===== config.mk =====
export PLATFORM = sky130hd
export DESIGN_NAME = uart_host_ctrl
export DESIGN_NICKNAME = d
export VERILOG_FILES = /design/src/rtl/uart_host_ctrl.sv
export SDC_FILE = /design/constraint.sdc
export NUM_CORES = 1
export LEC_CHECK = 0
export ABC_AREA = 1
export CELL_PAD_IN_SITES_DETAIL_PLACEMENT = 0
export CELL_PAD_IN_SITES_GLOBAL_PLACEMENT = 1
export CORE_MARGIN = 5
export CORE_UTILIZATION = 41
export CTS_BUF_LIST = sky130_fd_sc_hd__clkbuf_2
export DETAILED_ROUTE_END_ITERATION = 12
export DONT_BUFFER_PORTS = 1
export PLACE_DENSITY_LB_ADDON = 0.1
export SYNTH_ARGS = -nofsm -noshare
export SYNTH_HDL_FRONTEND = slang
export SYNTH_SLANG_ARGS = --single-unit

===== constraint.sdc =====
create_clock -name clk -period 1.12 [get_ports clk]
set_clock_uncertainty 0.1 [all_clocks]
set_input_delay 0.056 -clock clk [delete_from_list [all_inputs] [get_ports clk]]
set_output_delay 0.056 -clock clk [all_outputs]
set_load 0.02 [all_outputs]

===== src/rtl/uart_host_ctrl.sv =====
// uart_host_ctrl
//   Sits between two byte producers and a UART core. Two independent FSMs
//   share the block but never interact:
//     - TX: round-robin arbitration between two requesters, loads the
//       winning byte into the transmitter with a one-cycle write strobe,
//       then tracks the busy handshake. A busy that never rises is
//       abandoned after BUSY_WAIT cycles.
//     - RX: when the receiver reports data, captures the byte and its
//       parity status, issues a one-cycle read strobe with a coincident
//       rx_valid, then waits for data_ready to drop before rearming.
//   Ports
//     clk, rst_n                 clock, async active-low reset
//     reqN_valid/data/ready      requester handshakes (ready is combinational)
//     pi_tx_data, write_flag     byte and load strobe to the transmitter
//     busy_flag                  transmitter busy
//     data_ready, po_rx_data,
//     parity_error, read_flag    receiver status/data and read strobe
//     rx_data, rx_valid,
//     rx_parity_err              captured receive byte and status
//     last_grant                 id of the most recently granted requester
module uart_host_ctrl #(
   parameter int BUSY_WAIT = 4
) (
   input  logic       clk,
   input  logic       rst_n,
   input  logic       req0_valid,
   input  logic [7:0] req0_data,
   output logic       req0_ready,
   input  logic       req1_valid,
   input  logic [7:0] req1_data,
   output logic       req1_ready,
   output logic [7:0] pi_tx_data,
   output logic       write_flag,
   input  logic       busy_flag,
   input  logic       data_ready,
   input  logic [7:0] po_rx_data,
   input  logic       parity_error,
   output logic       read_flag,
   output logic [7:0] rx_data,
   output logic       rx_valid,
   output logic       rx_parity_err,
   output logic       last_grant
);

   typedef enum logic [1:0] {T_IDLE, T_LOAD, T_RISE, T_FALL} tx_state_e;
   typedef enum logic [1:0] {R_IDLE, R_READ, R_WAIT} rx_state_e;

   // Counter only needs to reach BUSY_WAIT-1.
   localparam int CW = (BUSY_WAIT > 1) ? $clog2(BUSY_WAIT) : 1;
   localparam logic [CW-1:0] CNT_LAST = CW'(BUSY_WAIT - 1);

   tx_state_e  tx_state_q, tx_state_d;
   rx_state_e  rx_state_q, rx_state_d;
   logic [CW-1:0] cnt_q, cnt_d;
   logic [7:0] pi_tx_data_q, pi_tx_data_d;
   logic       write_flag_q, write_flag_d;
   logic       last_grant_q, last_grant_d;
   logic [7:0] rx_data_q, rx_data_d;
   logic       rx_valid_q, rx_valid_d;
   logic       rx_parity_err_q, rx_parity_err_d;

   logic gnt_any;
   logic gnt_id;

   // Arbitration: a lone requester wins; with both valid the one that
   // did not win last time goes. Grants only when idle and not busy.
   always_comb begin
      gnt_any    = (tx_state_q == T_IDLE) && !busy_flag && (req0_valid || req1_valid);
      gnt_id     = (req0_valid && req1_valid) ? ~last_grant_q : req1_valid;
      req0_ready = gnt_any && !gnt_id;
      req1_ready = gnt_any &&  gnt_id;
   end

   // TX next-state
   always_comb begin
      tx_state_d   = tx_state_q;
      cnt_d        = cnt_q;
      pi_tx_data_d = pi_tx_data_q;
      write_flag_d = 1'b0;
      last_grant_d = last_grant_q;
      case (tx_state_q)
         T_IDLE: begin
            if (gnt_any) begin
               pi_tx_data_d = gnt_id ? req1_data : req0_data;
               last_grant_d = gnt_id;
               write_flag_d = 1'b1;     // high exactly while in T_LOAD
               tx_state_d   = T_LOAD;
            end
         end
         T_LOAD: begin
            cnt_d      = '0;
            tx_state_d = T_RISE;
         end
         T_RISE: begin
            if (busy_flag) begin
               cnt_d      = '0;
               tx_state_d = T_FALL;
            end else if (cnt_q == CNT_LAST) begin
               // transmitter never started; give up so the bus does not hang
               cnt_d      = '0;
               tx_state_d = T_IDLE;
            end else begin
               cnt_d = cnt_q + 1'b1;
            end
         end
         T_FALL: begin
            if (!busy_flag) tx_state_d = T_IDLE;
         end
         default: tx_state_d = T_IDLE;
      endcase
   end

   // RX next-state. read_flag and rx_valid are the same flop: both are
   // high for the single cycle spent in R_READ.
   always_comb begin
      rx_state_d      = rx_state_q;
      rx_data_d       = rx_data_q;
      rx_parity_err_d = rx_parity_err_q;
      rx_valid_d      = 1'b0;
      case (rx_state_q)
         R_IDLE: begin
            if (data_ready) begin
               rx_data_d       = po_rx_data;
               rx_parity_err_d = parity_error;
               rx_valid_d      = 1'b1;
               rx_state_d      = R_READ;
            end
         end
         R_READ: rx_state_d = R_WAIT;
         R_WAIT: begin
            // wait for the receiver to drop data_ready so a byte is read once
            if (!data_ready) rx_state_d = R_IDLE;
         end
         default: rx_state_d = R_IDLE;
      endcase
   end

   always_ff @(posedge clk or negedge rst_n) begin
      if (!rst_n) begin
         tx_state_q      <= T_IDLE;
         rx_state_q      <= R_IDLE;
         cnt_q           <= '0;
         pi_tx_data_q    <= 8'h00;
         write_flag_q    <= 1'b0;
         last_grant_q    <= 1'b1;   // requester 0 wins first after reset
         rx_data_q       <= 8'h00;
         rx_valid_q      <= 1'b0;
         rx_parity_err_q <= 1'b0;
      end else begin
         tx_state_q      <= tx_state_d;
         rx_state_q      <= rx_state_d;
         cnt_q           <= cnt_d;
         pi_tx_data_q    <= pi_tx_data_d;
         write_flag_q    <= write_flag_d;
         last_grant_q    <= last_grant_d;
         rx_data_q       <= rx_data_d;
         rx_valid_q      <= rx_valid_d;
         rx_parity_err_q <= rx_parity_err_d;
      end
   end

   assign pi_tx_data    = pi_tx_data_q;
   assign write_flag    = write_flag_q;
   assign last_grant    = last_grant_q;
   assign rx_data       = rx_data_q;
   assign rx_valid      = rx_valid_q;
   assign read_flag     = rx_valid_q;
   assign rx_parity_err = rx_parity_err_q;

endmodule


==> impl_metrics.ini, run 1 <==
[sta]
slew_headroom = 0.807
hold_viol_final = 14
finalCritPeriodShare = 1.44
maxSlewViolCount = 0
rsz0062_at_grt = true
worst_pin_slew_ns = 0.289
setup_viol = 23
max_freq_mhz = 618
period_needed_ns = 1.62
layout_setup_ws_ns = -0.497
whs_ns = -0.263

[job]
drv_cap = 0

[grt]
grt_pass1_vias = 1149
antenna_found_initial = 0
grt_max_degree = 27
track_usage = 0.151
grt_pass1_wl_um = 4960
grt_overflow = 0

[route]
route.detailed.drc = 0
vias = 1130
first_iter_violations = 26
drt_wl_total_um = 2990
viasPerCell = 4.77
antenna_left = 0
wl_per_cell_um = 12.6
drt_pass1_iterations = 4

[floorplan]
dieArea_um2 = 4220
io_pins = 54
dieWidth_um = 64.9
num_rows = 20
die_h_um = 64.9
fp.coreArea_um2 = 2980
initial_core_util = 0.416

[synthesis]
ys_top_cells_by_area = dfrtp_1, nand2_1, ha_1, inv_1, dfstp_2
postSynthNetCount = 189
avgSynthCellArea_um2 = 8.09
ys_warn_count = 0
seq_area_frac_synth = 0.527
yosysTopAreaCellShare = 0.506
synth-seq-cells = 26
synth_largest_area_cell = dfrtp_1
syn-cell-area_um2 = 1240
ys_types = 22
synthCells = 153

[final_layout]
drive_above_1_share = 0.324
area_delta_synth_final_pct = 54.0
diodes = 0
fin_nets = 241
fin_cells = 237

[status]
status = complete, but fails checks
violations = negative hold slack, negative setup slack

[pwr]
p_leak_nw = 0.996
p_total_mw = 4.46
power_density_nw_per_um2 = 2340
power.ir.vdd_worst_mv = 1.57

[clock_tree]
cts.sinks = 26
cts_htree_levels = 1
cts_max_path_buffers = 2
cts.clk_slew.worst_paths_ns = 0.25
clk_latency_ns = 0.35
cts_tree = built
cts_made_buffers = 3
cts_root_buffer = clkbuf_2
cts_hold_buf = 29

[setup_path]
startpoint_type = register
path_max_fanout = 3
crit_arrival_ns = 1.46
critPathRequiredTime_ns = 0.96
crit_path_end_kind = primary output
path_class = reg2out

[placed_design]
place.port_buffers = 0
place_congestion = 0.768
dpl.hpwl_um = 2010
place_inst = 194

[worst_hold_path]
hold_path.class = in2reg
## cells by family (layout without fill, tap and decap cells)
family / Yosys count / in the layout / synth area share
AO/OA/AOI/OAI: 7 / 7 / 0.0364
adder cells (fa/ha/maj): 5 / 5 / 0.0506
buffers and inverters: 16 / 67 / 0.0586
flip-flops: 26 / 26 / 0.527
AND/OR/NAND/NOR: 99 / 99 / 0.328
## worst max-delay path, stage by stage, from the launching register on
cell and delay (ns):
dfrtp_1 0.45, inv_2 0.08, ha_4 0.15, nand2_4 0.05, nor2_4 0.13, buf_6 0.13
nand2_4 0.05, inv_4 0.07
## metrics by stage
stage               hold slack, ns  TNS, ns   util  setup slack [ns]  instance area (um2)
floorplan                   -0.340    -1.64      -            -0.162                 1270
global placement            -0.339    -1.39  0.461            -0.138                 1370
detailed placement          -0.339    -2.37  0.461            -0.179                 1370
CTS                         -0.289    -3.71  0.613            -0.514                 1830
global route                -0.295    -6.00  0.640            -0.610                 1910
finish                      -0.263    -3.99  0.640            -0.497                 1910
## cell usage after synthesis
library cell,count
buf_6,1
nand2_2,3
nand2_1,85
dfstp_2,1
a21o_2,1
clkinv_1,1
inv_1,9
dfrtp_1,25
buf_2,1
ha_1,5
a21oi_2,1
nor2_2,1
buf_4,1
inv_2,3
a21oi_1,1
o21ai_0,3
nand2_4,1
nand3_1,3
o21bai_1,1
nand4_1,2
nor2_4,1
nor2_1,3
## cells in the final DEF, fill, tap and decap left out, types with 2 or more instances in the layout
master and count:
buf_4 14, buf_6 6, clkbuf_2 3, dfrtp_1 22, dfrtp_2 3, dlygate4sd3_1 28
ha_2 2, ha_4 2, inv_1 6, inv_2 3, inv_4 3, nand2_1 71
nand2_2 14, nand2_4 4, nand3_1 3, nand4_1 2, nor2_2 2, nor2_4 2
o21ai_1 2
## final timing paths
path                                           startpoint                         to  slack, ns  depth (start not counted)
worst min-delay path                            busy_flag       cnt_q[0]$_DFFE_PN0P_      -0.26                          3
worst max-delay path            tx_state_q[0]$_DFFE_PN0P_                 req1_ready      -0.50                          7
min in group asynchronous                           rst_n  pi_tx_data[6]$_DFFE_PN0P_       0.53                          3
worst max register to register  tx_state_q[0]$_DFFE_PN0P_     last_grant$_DFFE_PN1P_      -0.34                          9
worst min register to register  rx_state_q[1]$_DFFE_PN0P_  rx_state_q[1]$_DFFE_PN0P_       0.38                          1
max in group asynchronous                           rst_n     last_grant$_DFFE_PN1P_       0.17                          3
## area by class of cell
| cell class | instances | area (um2) |
|---|---|---|
| sequential | 26 | 656 |
| inverter | 13 | 61.3 |
| multi-input combinational | 111 | 614 |
| clock inverter | 1 | 30.0 |
| clock buffer | 3 | 15.0 |
| tap | 33 | 41.3 |
| fill | 260 | 1070 |
| timing repair buffer | 50 | 488 |
## per-layer routing
layer / wire length, um / vias to the layer above / GRT usage
met5: 0 / - / 0
met2: 1560 / 30 / 0.275
met4: 29 / 0 / 0.0475
li1: - / 568 / -
met1: 1210 / 528 / 0.173
met3: 192 / 4 / 0.0347
## sequential cells by signal, summed over array words and instances, names as in the netlist
name           cells
pi_tx_data         8
rx_data            8
cnt_q              2
rx_state_q         2
tx_state_q         2
last_grant         1
read_flag          1
rx_parity_err      1
write_flag         1
## power by group
part | leakage [nW] | internal (mW) | switching (mW)
Clock | 0.0266 | 0.307 | 0.282
Sequential | 0.323 | 1.36 | 0.714
Combinational | 0.646 | 0.918 | 0.885
Total | 0.996 | 2.58 | 1.88
## repair_timing
item,4_1_cts,5_1_grt
setup buffers,9,4
hold endpoints to repair,52,14
pin swaps,6,14
resized for setup,15,23
endpoints found under the setup margin,28,26
Note: power is estimated with default switching activity, not from simulation.
==> inputs of run 2 (changes only) <==
--- a/config.mk
+++ b/config.mk
@@ -5,11 +5,10 @@
 export SDC_FILE = /design/constraint.sdc
 export NUM_CORES = 1
 export LEC_CHECK = 0
-export ABC_AREA = 1
 export CELL_PAD_IN_SITES_DETAIL_PLACEMENT = 0
 export CELL_PAD_IN_SITES_GLOBAL_PLACEMENT = 1
 export CORE_MARGIN = 5
-export CORE_UTILIZATION = 41
+export CORE_UTILIZATION = 44
 export CTS_BUF_LIST = sky130_fd_sc_hd__clkbuf_2
 export DETAILED_ROUTE_END_ITERATION = 12
 export DONT_BUFFER_PORTS = 1
==> run 2 against run 1 <==
The flow still finishes with violations (negative hold slack, negative setup slack). Via count is 3.6% higher. Die area is 5.3% lower. Final area is 17% higher. Clock power is 4.2% higher. Critical path type unchanged. Critical endpoint is now req0_ready. Highest routed layer unchanged.
==> impl_metrics.ini, run 2 <==
[grt]
grt_pass1_wl_um = 5970
grt_pass1_vias = 1207
grt_overflow = 0
track_usage = 0.186
grt_max_degree = 27
antenna_found_initial = 0

[placed_design]
place_congestion = 0.801
place_area_um2 = 1540
place_ws_ns = -0.498
dpl.hpwl_um = 2260
place.port_buffers = 0
place_inst = 157

[synthesis]
synth_edf_count = 0
ys_types = 32
ys_top_cells_by_area = dfrtp_1, mux2_1, a221o_1, ha_1, a21boi_0
synth_common_cells = dfrtp_1, mux2_1, a21boi_0, a221o_1, inv_1
ys_warn_count = 0
synth-main-ff-cell = dfrtp_1
synth_largest_area_cell = dfrtp_1
synth-seq-cells = 26
yosysMostFrequentCell = dfrtp_1
async_reset_ff_frac = 1.00
seq_area_frac_synth = 0.524
synthCells = 99
yosysTopAreaCellShare = 0.503
postSynthNetCount = 135
avgSynthCellArea_um2 = 12.6
syn-cell-area_um2 = 1240

[route]
drt_pass1_iterations = 4
viasPerCell = 5.58
vias = 1171
drt_wl_total_um = 3960
first_iter_violations = 112
route.detailed.drc = 0
antenna_left = 0
wl_per_cell_um = 18.9

[status]
status = complete, but fails checks
violations = negative hold slack, negative setup slack

[setup_path]
path_class = reg2out
crit_path_cell_trace = inv_2 > ha_4 > nor2b_4 > and3_4 > buf_6
critPathRequiredTime_ns = 0.96
crit_path_end_kind = primary output
crit_arrival_ns = 1.52
path_max_fanout = 3
cpMaxStageDelayCell = dfrtp_1
cp_num_buf_inv = 2
slowest_delay_ns = 0.47
startpoint_type = register
critPathTopFamily = flip-flops

[sta]
finalSetupTns_ns = -9.55
layout_setup_ws_ns = -0.553
slew_headroom = 0.765
period_needed_ns = 1.67
maxSlewViolCount = 0
setup_viol = 34
rsz0062_at_grt = true
worst_pin_slew_ns = 0.352
whs_ns = -0.145
max_freq_mhz = 598
finalCritPeriodShare = 1.49
hold_viol_final = 5

[floorplan]
initial_core_util = 0.455
dieWidth_um = 63.2
die_h_um = 63.2
io_pins = 54
num_rows = 19
dieArea_um2 = 3990
fp.coreArea_um2 = 2730

[clock_tree]
cts_made_buffers = 3
cts_tree = built
cts_max_path_buffers = 2
cts_hold_buf = 30
cts.sinks = 26
cts.clk_slew.worst_paths_ns = 0.27
clk_latency_ns = 0.37
cts_root_buffer = clkbuf_2
cts_htree_levels = 1

[final_layout]
final_cell_area_um2 = 2230
drive_above_1_share = 0.492
final_common_cell = dlygate4sd3_1
final_cell_mix = dlygate4sd3_1, buf_4, dfrtp_1, buf_6, mux2_4
area_delta_synth_final_pct = 79.0
diodes = 0
fin_cells = 210
post-route-util = 0.815
fin_nets = 216

[pwr]
power.ir.vdd_worst_mv = 2.25
p_leak_nw = 1.04
power_density_nw_per_um2 = 2720
p_total_mw = 6.05

[worst_hold_path]
hold_path.class = in2reg

[job]
drv_cap = 0
[run 2: cell types whose count changed after synthesis, moves of 8 or more]
| cell | delta |
|---|---|
| nand2_1 | -81 |
| mux2_1 | +9 |
| a21boi_0 | +8 |
| a221o_1 | +8 |
[run 2: path summary, 6_finish.rpt]
check	from	to	slack [ns]	depth (start not counted)
setup / recovery	tx_state_q[0]$_DFFE_PN0P_	req0_ready	-0.55	5
hold / removal	busy_flag	cnt_q[1]$_DFFE_PN0P_	-0.15	3
setup reg to reg	tx_state_q[1]$_DFFE_PN0P_	tx_state_q[0]$_DFFE_PN0P_	-0.55	7
hold reg to reg	rx_state_q[0]$_DFFE_PN0P_	rx_state_q[0]$_DFFE_PN0P_	0.48	2
max in group asynchronous	rst_n	last_grant$_DFFE_PN1P_	0.17	3
min in group asynchronous	rst_n	pi_tx_data[1]$_DFFE_PN0P_	0.53	3
[run 2: area by class of cell]
type | count | area [um2]
Clock inverter | 1 | 30.0
Fill cell | 146 | 505
Inverter | 6 | 22.5
Tap cell | 31 | 38.8
Sequential cell | 26 | 653
Multi-Input combinational cell | 61 | 678
Timing Repair Buffer | 82 | 791
Clock buffer | 3 | 15.0
[run 2: worst register-to-register path, delay by kind of cell, from the launching register on]
family	cells	cell delay, ns
adder cells (fa/ha/maj)	1	0.19
buffers and inverters	4	0.45
AO/OA/AOI/OAI	2	0.43
flip-flops	1	0.44
[run 2: timing repair]
item | in CTS | in global routing
gates resized for setup | 32 | 16
pin swaps | 4 | 2
endpoints found under the hold margin | 51 | 5
buffers inserted | 14 | 6
endpoints found under the setup margin | 40 | 45
[run 2: per-layer routing]
layer  part of all wire  up-vias  global-route usage
li1                   -      527                   -
met5                  0        -                   0
met2               0.53       38               0.331
met3              0.054        4              0.0355
met1               0.41      602               0.231
met4              0.011        0              0.0468
[run 2: kinds of logic after synthesis]
family                   count (synthesis)  synth area share
buffers and inverters                   12            0.0533
adder cells (fa/ha/maj)                  5            0.0503
multiplexers                            11            0.0985
AO/OA/AOI/OAI                           26             0.169
AND/OR/NAND/NOR                         19             0.106
flip-flops                              26             0.524
[run 2: where the power goes]
part           internal (mW)  switching (mW)
Combinational           2.19            1.53
Clock                  0.307           0.307
Sequential              1.37           0.349
Total                   3.86            2.19
